==> config.mk <==
export PLATFORM = sky130hd
export DESIGN_NAME = reg_write_arbiter_flat
export DESIGN_NICKNAME = d
export VERILOG_FILES = /design/src/rtl/reg_write_arbiter_if.sv /design/src/rtl/reg_write_arbiter.sv /design/src/flat_wrapper.sv
export SDC_FILE = /design/constraint.sdc
export NUM_CORES = 1
export LEC_CHECK = 0
export ABC_AREA = 1
export BUFFER_PORTS_ARGS = -buffer_cell sky130_fd_sc_hd__buf_2
export CAP_MARGIN = 0
export CORE_MARGIN = 1
export CORE_UTILIZATION = 50
export DETAILED_ROUTE_END_ITERATION = 8
export PLACE_DENSITY = 0.87
export SETUP_SLACK_MARGIN = 0.1
export SYNTH_ARGS = -nofsm -noshare
export SYNTH_HDL_FRONTEND = slang
export SYNTH_SLANG_ARGS = --single-unit
==> constraint.sdc <==
create_clock -name clk -period 6.1 [get_ports clk]
set_input_delay 0.305 -clock clk [delete_from_list [all_inputs] [get_ports clk]]
set_output_delay 0.305 -clock clk [all_outputs]
set_load 0.005 [all_outputs]
==> src/rtl/reg_write_arbiter_if.sv <==
// +-------------------------------------------------------------------------+
// | reg_write_arbiter_if : request/grant/write bus of the shared register   |
// | rev 1.0                                                                 |
// +-------------------------------------------------------------------------+
`default_nettype none

interface reg_write_arbiter_if #(
  parameter int WIDTH   = 8,
  parameter int NUM_REQ = 4
);
  logic [NUM_REQ-1:0]       req;
  logic [NUM_REQ-1:0]       lock;
  logic [NUM_REQ*WIDTH-1:0] wdata;
  logic [NUM_REQ-1:0]       gnt;
  logic [WIDTH-1:0]         out;
  logic [2:0]               owner;
  logic                     owner_valid;
  logic                     locked;

  modport master (
    output req, lock, wdata,
    input  gnt, out, owner, owner_valid, locked
  );

  modport slave (
    input  req, lock, wdata,
    output gnt, out, owner, owner_valid, locked
  );
endinterface

`default_nettype wire

==> src/rtl/reg_write_arbiter.sv <==
// +-------------------------------------------------------------------------+
// | reg_write_arbiter : round-robin write arbiter with bounded lock bursts  |
// | rev 1.0                                                                 |
// +-------------------------------------------------------------------------+
`default_nettype none

module reg_write_arbiter #(
  parameter int               WIDTH    = 8,
  parameter int               NUM_REQ  = 4,
  parameter logic [WIDTH-1:0] INIT     = '0,
  parameter int               MAX_HOLD = 4
) (
  input  logic              clk,
  input  logic              rst,
  reg_write_arbiter_if.slave bus
);

  typedef enum logic [0:0] {
    ST_IDLE   = 1'b0,
    ST_LOCKED = 1'b1
  } state_t;

  state_t           r_state;
  logic [2:0]       r_ptr;
  logic [3:0]       r_hold;
  logic [2:0]       r_lk_id;
  logic [WIDTH-1:0] r_out;
  logic [2:0]       r_owner;
  logic             r_valid;
  logic             r_locked;

  logic               w_vld;
  logic [2:0]         w_idx;
  logic [3:0]         w_best;
  logic [3:0]         w_dist;
  logic               w_lk_req;
  logic               w_lk_lock;
  logic               w_sel_lock;
  logic [WIDTH-1:0]   w_wd;
  logic [NUM_REQ-1:0] w_gnt;

  function automatic logic [2:0] f_next(input logic [2:0] idx);
    return (idx == 3'(NUM_REQ - 1)) ? 3'd0 : idx + 3'd1;
  endfunction

  always_comb begin
    w_vld      = 1'b0;
    w_idx      = 3'd0;
    w_best     = 4'hF;
    w_dist     = 4'd0;
    w_lk_req   = 1'b0;
    w_lk_lock  = 1'b0;
    w_sel_lock = 1'b0;
    w_wd       = '0;
    w_gnt      = '0;

    for (int i = 0; i < NUM_REQ; i++) begin
      if (3'(i) == r_lk_id) begin
        w_lk_req  = bus.req[i];
        w_lk_lock = bus.lock[i];
      end
    end

    if (r_state == ST_LOCKED) begin
      w_vld = w_lk_req;
      w_idx = r_lk_id;
    end else begin
      // Pick the requester closest to ptr going upward with wrap.
      for (int i = 0; i < NUM_REQ; i++) begin
        if (3'(i) >= r_ptr) w_dist = 4'(i) - {1'b0, r_ptr};
        else                w_dist = 4'(i) + 4'(NUM_REQ) - {1'b0, r_ptr};
        if (bus.req[i] && (w_dist < w_best)) begin
          w_best = w_dist;
          w_idx  = 3'(i);
          w_vld  = 1'b1;
        end
      end
    end

    for (int i = 0; i < NUM_REQ; i++) begin
      if (w_idx == 3'(i)) begin
        w_sel_lock = bus.lock[i];
        w_wd       = bus.wdata[i*WIDTH +: WIDTH];
        w_gnt[i]   = w_vld && !rst;
      end
    end
  end

  always_ff @(posedge clk or posedge rst) begin
    if (rst) begin
      r_state  <= ST_IDLE;
      r_ptr    <= 3'd0;
      r_hold   <= 4'd0;
      r_lk_id  <= 3'd0;
      r_out    <= INIT;
      r_owner  <= 3'd0;
      r_valid  <= 1'b0;
      r_locked <= 1'b0;
    end else begin
      if (w_vld) begin
        r_out   <= w_wd;
        r_owner <= w_idx;
        r_valid <= 1'b1;
      end
      case (r_state)
        ST_IDLE: begin
          if (w_vld) begin
            if (w_sel_lock && (MAX_HOLD > 1)) begin
              r_state  <= ST_LOCKED;
              r_locked <= 1'b1;
              r_lk_id  <= w_idx;
              r_hold   <= 4'd1;
            end else begin
              r_ptr <= f_next(w_idx);
            end
          end
        end
        ST_LOCKED: begin
          // Release moves ptr past the holder so it cannot relock ahead of others.
          if (!w_lk_req || !w_lk_lock || ((r_hold + 4'd1) == 4'(MAX_HOLD))) begin
            r_state  <= ST_IDLE;
            r_locked <= 1'b0;
            r_ptr    <= f_next(r_lk_id);
            r_hold   <= 4'd0;
          end else begin
            r_hold <= r_hold + 4'd1;
          end
        end
        default: begin
          r_state  <= ST_IDLE;
          r_locked <= 1'b0;
        end
      endcase
    end
  end

  assign bus.gnt         = w_gnt;
  assign bus.out         = r_out;
  assign bus.owner       = r_owner;
  assign bus.owner_valid = r_valid;
  assign bus.locked      = r_locked;

endmodule

`default_nettype wire
==> src/flat_wrapper.sv <==
// flat-port wrapper written by rule: the top's interface ports become plain ports
module reg_write_arbiter_flat 
#(
  parameter int               WIDTH    = 8,
  parameter int               NUM_REQ  = 4,
  parameter logic [WIDTH-1:0] INIT     = '0,
  parameter int               MAX_HOLD = 4
)
  (clk, rst, bus_req, bus_lock, bus_wdata, bus_gnt, bus_out, bus_owner, bus_owner_valid, bus_locked);
  reg_write_arbiter_if #(.WIDTH(WIDTH), .NUM_REQ(NUM_REQ)) bus_i ();
  input  logic clk;
  input  logic rst;
  input wire logic [$bits(bus_i.req)-1:0] bus_req;
  input wire logic [$bits(bus_i.lock)-1:0] bus_lock;
  input wire logic [$bits(bus_i.wdata)-1:0] bus_wdata;
  output wire logic [$bits(bus_i.gnt)-1:0] bus_gnt;
  output wire logic [$bits(bus_i.out)-1:0] bus_out;
  output wire logic [$bits(bus_i.owner)-1:0] bus_owner;
  output wire logic [$bits(bus_i.owner_valid)-1:0] bus_owner_valid;
  output wire logic [$bits(bus_i.locked)-1:0] bus_locked;
  assign bus_i.req = bus_req;
  assign bus_i.lock = bus_lock;
  assign bus_i.wdata = bus_wdata;
  assign bus_gnt = bus_i.gnt;
  assign bus_out = bus_i.out;
  assign bus_owner = bus_i.owner;
  assign bus_owner_valid = bus_i.owner_valid;
  assign bus_locked = bus_i.locked;
  reg_write_arbiter #(.WIDTH(WIDTH), .NUM_REQ(NUM_REQ), .INIT(INIT), .MAX_HOLD(MAX_HOLD)) u_core (.clk(clk), .rst(rst), .bus(bus_i));
endmodule
== Word level (Yosys, flattened, before mapping) ==
Index checks and enable logic that the tools add are counted.
Operators by class
  bitwise logic cells: 1
  add/sub/neg operators: 11
  mux-type cells: 61
  magnitude comparators: 8
  reduce and logical (&&, ||, !) cells: 16
  equality and inequality tests: 12
Operators with widths (number)
  $mux W4: 17
  $mux W8: 4
  $mux W1: 28
  $mux W3: 6
  $sub A3 B3 Y4 const A: 4
  $lt A4 B4 Y1: 3
  $eq A3 B2 Y1 const B: 3
  $reduce_and A3 Y1: 3
  $pmux W4 S2: 1
  $sub A1 B3 Y4 const A: 2
  $sub A2 B3 Y4 const A: 2
  $add A3 B1 Y3 const B: 2
  $eq A2 B3 Y1 const A: 2
  $ge A1 B3 Y1 const A: 2
  $ge A2 B3 Y1 const A: 2
  $logic_not A3 Y1: 2
  $pmux W3 S2: 1
  $logic_and A1 B1 Y1: 5
  $add A4 B1 Y4 const B: 1
  $eq A4 B3 Y1 const B: 1
  $lt A4 B4 Y1 const B: 1
  $mux W2: 2
  $ne A2 B1 Y1 const B: 2
  $ne A2 B2 Y1 const B: 2
  7 further kinds: 11
Storage, ports and cells
  logic and storage cells: 117
  output and inout port bits: 17
  input port bits: 42
  bits in registers: 24

== Depth between registers and ports, before layout ==
  depth in word-level cells: 27
  depth in mapped cells: 43

== Least setup slack after synthesis ==
No wires, ideal clock.
  kind: register to register
  start point: register u_core.r_ptr[0]
  end point: register u_core.r_ptr[0]
  cell stages (with the launch flop): 41
  slack: 0.839 ns
  arrival time: 5.144 ns
  period minus slack after synthesis: 5.261 ns
  path buffers: 0
  required time: 5.984 ns
  path through: dfrtp_1 -> inv_2 -> ha_1 -> inv_1 -> nand2_1 -> a21oi_1 -> ha_1 -> inv_1 -> nor2_1 -> nor2_1 -> nand3_2 -> inv_1 -> nand2_1 -> nand2_1 -> ha_1 -> a211oi_1 -> nand2_4 -> nand2_1 -> [... 5 more ...] -> nand2_4 -> nand3_1 -> nand2_1 -> inv_1 -> ha_1 -> clkinv_1 -> nor2_1 -> nand2_1 -> o311ai_1 -> o211ai_1 -> o21ai_0 -> inv_1 -> nor2_1 -> nor2_1 -> nand2_1 -> inv_1 -> nand2_1 -> nand2_1
Between the ends
  word-level cells in the longest chain between the ends: 26
Ends and longest elaborated chain
  start: declaration: RTL line reg_write_arbiter.sv:24  | logic [2:0] r_ptr;
  start signal: assignment: RTL line reg_write_arbiter.sv:114  | r_ptr <= f_next(w_idx);
  start signal: assignment: RTL line reg_write_arbiter.sv:123  | r_ptr <= f_next(r_lk_id);
  $sub A3 B3 Y4 (tied with other cells): RTL line reg_write_arbiter.sv:71  | else w_dist = 4'(i) + 4'(NUM_REQ) - {1'b0, r_ptr};
  $mux W4: RTL line reg_write_arbiter.sv:70  | if (3'(i) >= r_ptr) w_dist = 4'(i) - {1'b0, r_ptr};
  $mux W4: RTL line reg_write_arbiter.sv:64  | if (r_state == ST_LOCKED) begin
  $lt A4 B4 Y1: RTL line reg_write_arbiter.sv:72  | if (bus.req[i] && (w_dist < w_best)) begin
  $logic_and A1 B1 Y1: RTL line reg_write_arbiter.sv:72
  $mux W4: RTL line reg_write_arbiter.sv:72
  $mux W4: RTL line reg_write_arbiter.sv:64
  $lt A4 B4 Y1: RTL line reg_write_arbiter.sv:72
  [... 5 more ...]
  $mux W4: RTL line reg_write_arbiter.sv:72
  $mux W4: RTL line reg_write_arbiter.sv:64
  $lt A4 B4 Y1: RTL line reg_write_arbiter.sv:72
  $logic_and A1 B1 Y1: RTL line reg_write_arbiter.sv:72
  $mux W2 (*): RTL line reg_write_arbiter.sv:72
  $mux W3 (*): RTL line reg_write_arbiter.sv:64
  named net u_core.w_idx[0]: RTL line reg_write_arbiter.sv:33  | logic [2:0] w_idx;
  parallel branches: the longest is 7 deep, another holds $add A3 B1 Y3
Mark *: on every way through the listed nets, which the timed path passes. The select of a mux whose other input is x is not followed.
A chain may end at the register's enable or synchronous reset.

== Final worst setup path ==
  start point: register u_core.r_ptr[1]
  end point: register u_core.r_ptr[0]
Same word-level chain as after synthesis.

==> metrics <==
status finished, final reports clean; Post-CTS Setup Bufs 0; proportion of layout cells with a drive suffix above 1 25.21%; Routed WL 5109 um; non-filler instance count after layout 407; final worst-path cycle share 89.56%; Final Total Pwr 1.581 mW; Mapped Area 2082 um2; CTS tree done; Antenna Cells 0; initial antenna violation count 0; Top Usage Layer GRT met2; largest net degree at the start of global routing 26; crit path capture type flip-flop; gr usage total 24.06%; Core Rows 23; setup tns final 0 ns; drt pass-1 iters 4; Reg2Reg Depth 40; Critical Path Fanout Max 9; port bufs 58; drt wl/cell 12.55 um; power density cells 628.4 nW/um2; worst ir drop on vdd 0.2691 mV; hold buffers post-CTS 0; remaining antenna violation count after routing 0; reg2reg setup slack 0.64 ns; global-route wire length before repair 8280 um; CP dominant cell by count nand2_1; worst slack at placement 0.4513 ns; start of the worst register-to-register path u_core.r_ptr[1]$_DFFE_PP0P_; Global Route met3 Usage 2.055%; CTS Buffer Depth 2; I/O pin count 59; H-tree levels 1; Final Critical Period 5.463 ns; MaxCap Viol Count 0; Post-Syn Area per Cell 6.987 um2; core area 4000 um2; worst rel slew slack 61.64%; Vias 2145; register area share after synthesis 28.85%; Post-synth EDFFs 0; RSZ-0062 raised after global routing false; root buffer cell clkbuf_8; Vias per Instance 5.270; clock skew 0.006332 ns; clock-pin slew on the worst setup and hold paths 0.09 ns; met1 Track Usage GR 34.89%; Hold Path Class in2async; die height 66.53 um; global-route track usage on met2 39.29%; Horiz. Die Dim 66.53 um; Leak 1.395 nW; cell count after synthesis 298; startpoint types flip-flop; Slew Limit Fails 0; GRT overflow 0; CP Class reg2reg; Initial Util 52.05%; DP Cell Count 403; Worst Tran Pin Value 0.5754 ns; FF+latch count, synth 24; Setup Viol. Count Final 0; Synth cell types 34; Max Fclk 0.1830 GHz; Area Overhead vs Synth 20.85%; number of global-route vias before repair 1903; predominant post-synthesis flop cell dfrtp_1; routability cong. 0.8309; Final Hold Violating Endpoints 0; CTS Buf Count 3; CP peak stage delay 0.45 ns; Die ar. 4426 um2; Arrival @ worst endpoint 5.63 ns; Post-route DRC 0; worst r2r dst u_core.r_ptr[0]$_DFFE_PP0P_; worst endpoint required time 6.27 ns; CP max-delay cell dfrtp_2; nets@finish 422; DPL Wire Length 4115 um; synth warn 0; Sink Count 24; FFs w/ async S/R, synth 100.0%; clk_lat worst skew 0.27 ns; initial DRC count 218; setup ws final 0.6368 ns
cells in the final DEF, fill, tap and decap left out, types with 2 or more instances in the layout:
cell type    n
o211ai_1     5
a31oi_1      3
dfrtp_1     22
clkbuf_8     3
nand2_4      4
inv_2        5
nand2_1    102
o21ai_1      4
a21oi_1      3
mux2i_1      3
nand4_1     10
ha_1        22
nand3_1     13
o21ai_0     22
conb_1       2
dfrtp_2      2
inv_1       29
buf_4        3
o21ai_2      4
nand2_2      5
buf_2       58
nor2_1      18
xor2_1       2
stage by stage:
| stage | util [%] | hold WS, ns | cell area, um2 |
|---|---|---|---|
| 2_1_floorplan | - | 0.3358 | 2086 |
| 3_3_place_gp | 60.65 | 0.3695 | 2426 |
| 3_5_place_dp | 60.65 | 0.3738 | 2426 |
| 4_1_cts | 62.43 | 0.08026 | 2497 |
| 5_1_grt | 62.90 | 0.09169 | 2516 |
| 6_report | 62.90 | 0.07141 | 2516 |
critical path, delay by kind of cell (launching register included):
kind / cells / cell delay (ns)
flops: 1 / 0.45
simple gates: 20 / 1.88
compound gates: 6 / 0.94
fa+ha+maj: 5 / 1.27
buf+inv: 9 / 0.83
power by group:
group	total [mW]	leakage (nW)	internal [mW]	switching, mW
clock	0.140	0.0357	0.0877	0.0524
combinational	1.15	1.06	0.419	0.731
sequential	0.291	0.300	0.232	0.0597
layer usage:
metal,vias up,wire length (um)
met2,52,2394
met1,997,2463
met5,-,0
met4,0,40
li1,1092,-
met3,4,210
worst max-delay path by stage:
stage,startpoint,endpoint,slack (ns),depth (start not counted)
6_report,u_core.r_ptr[1]$_DFFE_PP0P_,u_core.r_ptr[0]$_DFFE_PP0P_,0.64,40
5_1_grt,u_core.r_ptr[1]$_DFFE_PP0P_,u_core.r_ptr[0]$_DFFE_PP0P_,0.08,40
4_1_cts,u_core.r_ptr[1]$_DFFE_PP0P_,u_core.r_ptr[0]$_DFFE_PP0P_,0.40,40
3_5_place_dp,u_core.r_ptr[1]$_DFFE_PP0P_,u_core.r_ptr[0]$_DFFE_PP0P_,0.45,40
3_3_place_gp,u_core.r_ptr[1]$_DFFE_PP0P_,u_core.r_ptr[0]$_DFFE_PP0P_,0.68,40
2_1_floorplan,u_core.r_ptr[0]$_DFFE_PP0P_,u_core.r_ptr[0]$_DFFE_PP0P_,0.84,40
kinds of logic after synthesis:
logic type / after synthesis / synth area share (%)
simple gates: 157 / 33.71
compound gates: 46 / 13.34
buf+inv: 42 / 7.992
flops: 24 / 28.85
fa+ha+maj: 22 / 13.22
xor+xnor: 3 / 1.262
mux: 3 / 1.442
other cells: 1 / 0.1801
flip-flops by register name, summed over array words and instances, names as in the netlist:
| signal | flops |
|---|---|
| u_core.r_ptr | 3 |
| u_core.r_state | 1 |
| u_core.bus.locked | 1 |
| u_core.bus.out | 8 |
| u_core.r_lk_id | 3 |
| u_core.r_hold | 4 |
| u_core.bus.owner | 3 |
| u_core.bus.owner_valid | 1 |
repair_timing:
action / 4_1_cts / 5_1_grt
resized for setup: 0 / 6
endpoints found under the setup margin: 0 / 14
hold endpoints to repair: 0 / 0
layout make-up:
| cell class | instances | area [um2] |
|---|---|---|
| Sequential cell | 24 | 603.1 |
| Clock inverter | 1 | 30.03 |
| Tap cell | 50 | 62.56 |
| Timing Repair Buffer | 61 | 312.8 |
| Multi-Input combinational cell | 233 | 1331 |
| Clock buffer | 3 | 41.29 |
| Fill cell | 356 | 1484 |
| Inverter | 35 | 135.1 |
synth_stat cells (2+ instances only):
cell / n / area (um2)
nand3_1: 13 / 65.06
ha_1: 22 / 275.3
a211oi_1: 2 / 15.01
xor2_1: 2 / 17.52
nand2_1: 102 / 382.9
a31oi_1: 3 / 18.77
o211ai_1: 5 / 37.54
nand2_4: 4 / 45.04
nand2_2: 5 / 31.28
o21ai_2: 4 / 35.03
mux2i_1: 3 / 30.03
inv_1: 30 / 112.6
nor2_1: 18 / 67.56
dfrtp_1: 24 / 600.6
clkbuf_1: 4 / 15.01
o21ai_1: 4 / 20.02
inv_2: 4 / 15.01
o21ai_0: 22 / 110.1
a21oi_1: 3 / 15.01
nand4_1: 10 / 62.56
No activity file was read; power rests on OpenSTA's default activity.
